### src/rtl/cmp_pkg.sv
// cmp_pkg: op codes, FSM state encoding and result helpers shared by cmp_iter.
package cmp_pkg;
  localparam logic [2:0] OP_EQ  = 3'd0;
  localparam logic [2:0] OP_NE  = 3'd1;
  localparam logic [2:0] OP_LEZ = 3'd2;
  localparam logic [2:0] OP_GEZ = 3'd3;
  localparam logic [2:0] OP_GTZ = 3'd4;
  localparam logic [2:0] OP_LTZ = 3'd5;
  localparam logic [2:0] OP_LT  = 3'd6;
  localparam logic [2:0] OP_LTU = 3'd7;
  typedef enum logic [1:0] {S_IDLE, S_RUN, S_DONE} state_t;
  function automatic logic op_zero(input logic [2:0] op);
    return op inside {[OP_LEZ:OP_LTZ]};
  endfunction
  function automatic logic op_taken(input logic [2:0] op, input logic eq, input logic lt);
    return op == OP_EQ  ? eq :
           op == OP_NE  ? !eq :
           op == OP_LEZ ? (lt | eq) :
           op == OP_GEZ ? !lt :
           op == OP_GTZ ? (!lt & !eq) : lt;
  endfunction
endpackage

### src/rtl/cmp_chunk.sv
// cmp_chunk: combinational CHUNK-bit unsigned compare, optionally flipping the MSB for signed order.
module cmp_chunk #(
  parameter int CHUNK = 8
) (
  input  logic [CHUNK-1:0] i_a,
  input  logic [CHUNK-1:0] i_b,
  input  logic             i_sgn,
  output logic             o_eq,
  output logic             o_lt
);
  logic [CHUNK-1:0] w_flip, w_a, w_b;
  assign w_flip = CHUNK'(i_sgn) << (CHUNK - 1);
  assign w_a = i_a ^ w_flip;
  assign w_b = i_b ^ w_flip;
  assign o_eq = w_a == w_b;
  assign o_lt = w_a < w_b;
endmodule

### src/rtl/cmp_iter.sv
// cmp_iter: iterative chunk-serial comparator, MS chunk first; op 7 (LTU) enabled by CMP_UNSIGNED_EN.
module cmp_iter
  import cmp_pkg::*;
#(
  parameter int WIDTH = 32,
  parameter int CHUNK = 8
) (
  input  logic             clk,
  input  logic             reset,
  input  logic             in_valid,
  output logic             in_ready,
  input  logic [WIDTH-1:0] in_a,
  input  logic [WIDTH-1:0] in_b,
  input  logic [2:0]       in_op,
  input  logic             flush,
  output logic             out_valid,
  input  logic             out_ready,
  output logic             out_taken,
  output logic             out_eq,
  output logic             out_lt
);
  localparam int NCH = WIDTH / CHUNK;
  localparam int CW = NCH > 1 ? $clog2(NCH) : 1;
  state_t r_state;
  logic [WIDTH-1:0] r_a, r_b;
  logic [2:0] r_op;
  logic [CW-1:0] r_cnt;
  logic r_eq, r_lt;
  logic w_first, w_sgn, w_keep, w_ceq, w_clt, w_lt;
  assign w_first = r_cnt == '0;
  assign w_sgn = w_first & (r_op != OP_LTU);
  assign w_keep = w_first | r_eq;
  cmp_chunk #(.CHUNK(CHUNK)) u_chunk (
    .i_a  (r_a[WIDTH-1 -: CHUNK]),
    .i_b  (r_b[WIDTH-1 -: CHUNK]),
    .i_sgn(w_sgn),
    .o_eq (w_ceq),
    .o_lt (w_clt)
  );
`ifdef CMP_UNSIGNED_EN
  assign w_lt = r_lt;
`else
  assign w_lt = r_lt & (r_op != OP_LTU);
`endif
  assign in_ready = r_state == S_IDLE;
  assign out_valid = r_state == S_DONE;
  assign out_eq = out_valid & r_eq;
  assign out_lt = out_valid & w_lt;
  assign out_taken = out_valid & op_taken(r_op, r_eq, w_lt);
  // Operands shift left each RUN cycle so the chunk under test is always at the top.
  always_ff @(posedge clk or negedge reset) begin
    if (!reset) begin
      r_state <= S_IDLE;
      r_a <= '0;
      r_b <= '0;
      r_op <= OP_EQ;
      r_cnt <= '0;
      r_eq <= 1'b0;
      r_lt <= 1'b0;
    end else if (flush) begin
      r_state <= S_IDLE;
    end else if (r_state == S_IDLE && in_valid) begin
      r_state <= S_RUN;
      r_a <= in_a;
      r_b <= op_zero(in_op) ? '0 : in_b;
      r_op <= in_op;
      r_cnt <= '0;
    end else if (r_state == S_RUN) begin
      r_a <= r_a << CHUNK;
      r_b <= r_b << CHUNK;
      r_cnt <= r_cnt + 1'b1;
      r_eq <= w_keep & w_ceq;
      r_lt <= w_keep ? w_clt : r_lt;
      if (r_cnt == CW'(NCH - 1)) r_state <= S_DONE;
    end else if (r_state == S_DONE && out_ready) begin
      r_state <= S_IDLE;
    end
  end
endmodule

### config.mk
export PLATFORM = sky130hd
export DESIGN_NAME = cmp_iter
export DESIGN_NICKNAME = d
export VERILOG_FILES = /design/src/rtl/cmp_pkg.sv /design/src/rtl/cmp_chunk.sv /design/src/rtl/cmp_iter.sv
export SDC_FILE = /design/constraint.sdc
export NUM_CORES = 1
export LEC_CHECK = 0
export BUFFER_PORTS_ARGS = -buffer_cell sky130_fd_sc_hd__buf_2
export CAP_MARGIN = 20
export CORE_AREA = 2 2 105 77
export CTS_CLUSTER_DIAMETER = 200
export DETAILED_ROUTE_END_ITERATION = 8
export DIE_AREA = 0 0 107 79
export HOLD_SLACK_MARGIN = 0.02
export PLACE_DENSITY = 0.84
export SETUP_SLACK_MARGIN = 0.02
export SLEW_MARGIN = 20
export SYNTH_ARGS = -nofsm -noshare
export SYNTH_HDL_FRONTEND = slang
export SYNTH_SLANG_ARGS = --single-unit
export TNS_END_PERCENT = 10
### constraint.sdc
create_clock -name clk -period 1.7 [get_ports clk]
set_input_delay 0 -clock clk [delete_from_list [all_inputs] [get_ports clk]]
set_output_delay 0 -clock clk [all_outputs]
set_load 0.1 [all_outputs]
# After elaboration in Yosys (flattened, before gate mapping)
# Index checks and enable logic that the tools add are counted.
classes:
  eq_ne: 10
  mux: 17
  reduce_logical: 15
  bitwise_logic: 13
  magnitude_cmp: 3
  add_sub_neg: 1
op_table:
  columns: ["operator", "n"]
  rows:
  - ["32-bit 2-to-1 mux", 5]
  - ["8-bit XOR", 2]
  - ["2-bit 2-to-1 mux", 7]
  - ["8-bit == test", 1]
  - ["8-bit less-than comparator", 1]
  - ["1-bit AND", 7]
  - ["3-bit by 2-bit == test with 1-bit output, second input constant", 2]
  - ["2-bit AND reduction", 3]
  - ["1-bit 2-to-1 mux", 5]
  - ["2-bit == test, second input constant", 2]
  - ["2-bit logical NOT", 2]
  - ["4-bit by 3-bit inequality test with 1-bit output, second input constant", 1]
  - ["4-bit AND reduction", 1]
  - ["4-bit nonzero test", 1]
  - ["3-bit by 1-bit == test with 1-bit output, second input constant", 1]
  - ["3-bit == test, second input constant", 1]
  - ["3-bit by 2-bit greater-or-equal comparator with 1-bit output, second input constant", 1]
  - ["3-bit less-or-equal comparator, second input constant", 1]
  - ["1-bit logical AND", 3]
  - ["3-bit logical NOT", 1]
  - ["3-bit inequality test, second input constant", 1]
  - ["3-bit AND reduction", 1]
  - ["2-bit by 1-bit adder with 2-bit output, second input constant", 1]
  - ["2-bit by 1-bit == test with 1-bit output, second input constant", 1]
  - ["4 further kinds", 7]
totals:
  output_inout_bits: 5
  wordCells: 66
  in_bits: 72
  reg_bits: 73

# Longest topological paths before layout
depth:
  depth_word: 10
  mapped_depth: 7

# Cells and area by module
# Synthesis repeated with hierarchy kept, for this count alone.
hier_totals:
  hier_cells: 397
  hier_area_um2: 3666.0
by_module_without_submodules:
  columns: ["mod", "area_each_um2", "n_inst", "cells_per_inst"]
  rows:
  - ["cmp_iter", 3447.1, 1, 368]
  - ["cmp_chunk", 219.0, 1, 29]

# Worst setup path before layout
# No wires, ideal clock.
synth_timing:
  path_kind: "reg2out"
  from: "register r_state[0]"
  to: "output port out_taken"
  path_stages_with_launch: 5
  arrival_time_ps: 4099
  path_buffers: 1
  required_time_ps: 1700
  slack_ps: -2399
  path_cell_list: "dfrtp_1 -> buf_2 -> nor2b_1 -> nand2_1 -> nor3_1"
synth_via:
  elab_chain_cells: 2
synth_rtl:
  columns: ["item", "line_no", "text"]
  rows:
  - ["start: declaration", "cmp_iter.sv:24", "state_t r_state;"]
  - ["start signal: assignment", "cmp_iter.sv:53", "r_state <= S_IDLE;"]
  - ["start signal: assignment", "cmp_iter.sv:61", "r_state <= S_IDLE;"]
  - ["start signal: assignment", "cmp_iter.sv:63", "r_state <= S_RUN;"]
  - ["2-bit == test", "cmp_iter.sv:46", "assign out_valid = r_state == S_DONE;"]
  - ["via out_valid", "cmp_iter.sv:16", "output logic out_valid,"]
  - ["1-bit AND", "cmp_iter.sv:49", "assign out_taken = out_valid & op_taken(r_op, r_eq, w_lt);"]
  - ["end: declaration", "cmp_iter.sv:18", "output logic out_taken,"]
# The timed path passes the listed nets, and every way through them passes these cells.

# Worst setup path in the final report
layout_timing:
  from: "register r_state[0]"
  to: "register r_b[12]"
layout_via:
  elab_chain_cells: 4
layout_rtl:
  columns: ["item", "line_no", "text"]
  rows:
  - ["2-bit logical NOT", "cmp_iter.sv:62", "end else if (r_state == S_IDLE && in_valid) begin"]
  - ["1-bit logical AND", "cmp_iter.sv:62", null]
  - ["2-bit nonzero test (no source line)", null, null]
  - ["2-bit AND reduction (no source line)", null, null]
  - ["end signal: assignment", "cmp_iter.sv:65", "r_b <= op_zero(in_op) ? '0 : in_b;"]
  - ["end signal: assignment", "cmp_iter.sv:70", "r_b <= r_b << CHUNK;"]
  - ["end: declaration", "cmp_iter.sv:25", "logic [WIDTH-1:0] r_a, r_b;"]
# Parallel ways exist; a longest one is shown, timed or not.
# A chain may end at the register's enable or synchronous reset.

==> reports/metrics.cfg <==
[logic_synthesis]
synthMuxAreaShare = 0.07682
synth_fa_ha_area_frac = 0.03157
syn_inst = 359
synth-main-ff-cell = dfrtp_1
synth_top_area_frac = 0.5121
synth_seq_cells = 73
netlist_area_um2 = 3567
synth_edf_count = 0
synth_simple_gate_area_frac = 0.1298
synth_top_area_cell = dfrtp_1
netlist_top_cells_area = dfrtp_1, nand2_1, mux2i_1, o21ai_1, a22oi_2
synth-xor-area-share = 0.004911
synth_top_family_by_area = compound AO/OA/AOI/OAI gates
syn_nets = 440
synthArstFlopShare = 1.000
ys_warn_count = 0
ys_seq_area_frac = 0.5121
syn_avg_cell_area_um2 = 9.936
synthDistinctLibCells = 39
synth_compound_area_frac = 0.1936

[floorplanning]
rows = 27
dieWidth_um = 107
io_pins = 77
dieArea_um2 = 8453
coreArea_um2 = 7533
start_util = 0.4735
fp.dieH_um = 79

[drt]
drc = 0
drtIter0Drc = 371
ant_nets = 0
drt-wirelength-per-cell_um = 17.75
dr.pass1.iters = 5
via_count = 3505
vias_per_cell = 5.653
drt-total-wl_mm = 11.01
dr.max_layer_used = met4
dr_wl_met2_mm = 5.465
wl_met3_um = 748
wl_met1_mm = 4.284

[clocking]
clk_pin_slew_ps = 80
numCtsBuffers = 9
clockBufferDepth = 2
htree_levels = 3
cts_root_buf = clkbuf_8
clock-sinks = 73
cts_tree = built
worstSkewPairLatency_ps = 350

[layout]
mostFrequentLayoutCell = nand2_1
most-common-layout-cells = nand2_1, buf_2, dfrtp_1
final_layout_size_suffix_gt1_frac = 0.2741
finalNonFillerCells = 620
synthToLayoutAreaGrowth_pct = 45.00
nets = 594

[power]
switching_power_mw = 1.884
swShare = 0.3429
clkPwrFrac = 0.249
powerDensity_nw_per_um2 = 1062
leakage_nw = 2.447
pwr-share-seq = 0.452
combPwrFrac = 0.300
ir_worst_vdd_v = 0.0006226
power_mw = 5.493
p_int_mw = 3.610

[sta]
hold_viol_final = 0
fmax_ghz = 0.5948
maxSlewHeadroom = 0.5290
drv_slew = 0
rsz0062_at_grt = true
min_period_over_period = 0.9889
setup_viol = 0
finClkSkew_ps = 16.70
timing.final.ws_setup_ps = 18.85
tightest_slew_ps = 705.7
layout_min_cycle_time_ps = 1681

[setup_path]
path_class = flop to flop
required_ps = 1950
worst-r2r-cell-count = 5
ff2ff_setup_slack_ps = 20
critPathCaptureType = flop
reg2reg_to = r_b[12]
path_max_fanout = 32
crit_arrival_ps = 1930
r2r-start = r_state[0]
startpoint_type = flop

[grt]
grt_pass1_vias = 3370
grt_pass1_wl_mm = 15.75
overflow = 0
grt_usage = 0.2418
grt_max_degree = 57
antenna_found_initial = 1

[place]
hpwl_mm = 5.868
gp_congestion = 0.8306
placed_cells = 528
preCtsSetupSlack_ps = -55.82
io_buffers = 76

[status]
status = finished, final reports clean

[flow_run]
cap_violations = 0

[min_path]
timing.hold.worst.class = primary input to async pin

worst max-delay path: stages, from the launching register on:
cell     delay (ps)
dfrtp_2         460
or3b_4          440
nor2_4          140
buf_12          210
a22oi_1         120
o21ai_1         210
final cells by class:
cell class / count / area, µm²
inverter: 11 / 41.29
antenna: 1 / 2.502
tap: 101 / 126.4
clock buffer: 12 / 145.1
sequential: 73 / 1829
multi-input combinational: 252 / 1637
timing repair buffer: 166 / 1339
clock inverter: 4 / 52.55
fill: 492 / 2361
power groups by stage:
| stage | Combinational (mW) | Clock (mW) | Sequential [mW] |
|---|---|---|---|
| global route | 1.81 | 1.45 | 2.51 |
| global placement | 1.25 | 0 | 2.43 |
| finish | 1.65 | 1.37 | 2.48 |
| floorplan | 0.969 | 0 | 2.36 |
| CTS | 1.49 | 1.37 | 2.43 |
| detailed placement | 1.35 | 0 | 2.45 |
synthesized netlist by cell type (2+ instances only):
cell type,n
nand2_1,81
a221oi_2,3
a21oi_1,12
o21ai_1,43
a21o_1,2
nor2b_1,2
nand3_1,3
ha_1,9
dfrtp_1,73
a22oi_2,9
a22oi_1,10
xor2_1,2
a221oi_1,4
inv_1,11
mux2i_1,24
clkbuf_1,9
nor2_1,7
buf_2,8
mux2_2,3
o21ai_0,19
o31ai_1,2
nor3_1,2
buf_6,5
kinds of logic (layout without fill, tap and decap cells):
logic type,count (synthesis),in the layout
adder cells (fa/ha/maj),9,9
other,0,1
AND/OR/NAND/NOR,106,107
buffers and inverters,35,193
AO/OA/AOI/OAI,107,107
multiplexers,27,27
flip-flops,73,73
XOR/XNOR,2,2
registers in the layout, indices dropped and copies added, names as in the netlist:
signal	flops
r_a	32
r_b	32
r_op	3
r_cnt	2
r_state	2
r_eq	1
r_lt	1
through the flow:
stage / cell area (µm²) / utilization / hold WS [ps] / TNS, ps
floorplan: 3596 / - / -295.6 / -691.3
global placement: 4154 / 0.5514 / -117.4 / 0
CTS: 5076 / 0.6738 / 51.90 / -693.6
global route: 5172 / 0.6866 / 70.51 / -127.2
detailed placement: 4154 / 0.5514 / -115.4 / -270.5
finish: 5172 / 0.6866 / 53.16 / 0
metal layers:
metal / vias to the layer above / track usage
met2: 225 / 0.4217
met5: - / 0
met4: 0 / 0.1143
met1: 1662 / 0.2846
li1: 1560 / -
met3: 58 / 0.05583
worst max path at each step:
stage	startpoint	to	slack, ps	cells after the start
floorplan	r_state[0]	out_taken	-270	4
global placement	r_state[0]	r_a[21]	30	5
detailed placement	r_state[0]	r_b[21]	-60	5
CTS	r_state[0]	r_a[8]	-50	5
global route	r_a[29]	r_lt	-30	5
finish	r_state[0]	r_b[12]	20	5
timing repair:
| action | in CTS | in global routing |
|---|---|---|
| pin swaps | 0 | 4 |
| hold buffers | 70 | 0 |
| endpoints found under the setup margin | 53 | 63 |
| buffers inserted | 0 | 4 |
| gates resized for setup | 7 | 13 |
| cloned | 0 | 1 |
| hold endpoints to repair | 142 | 0 |
(Power assumes the default switching activity.)
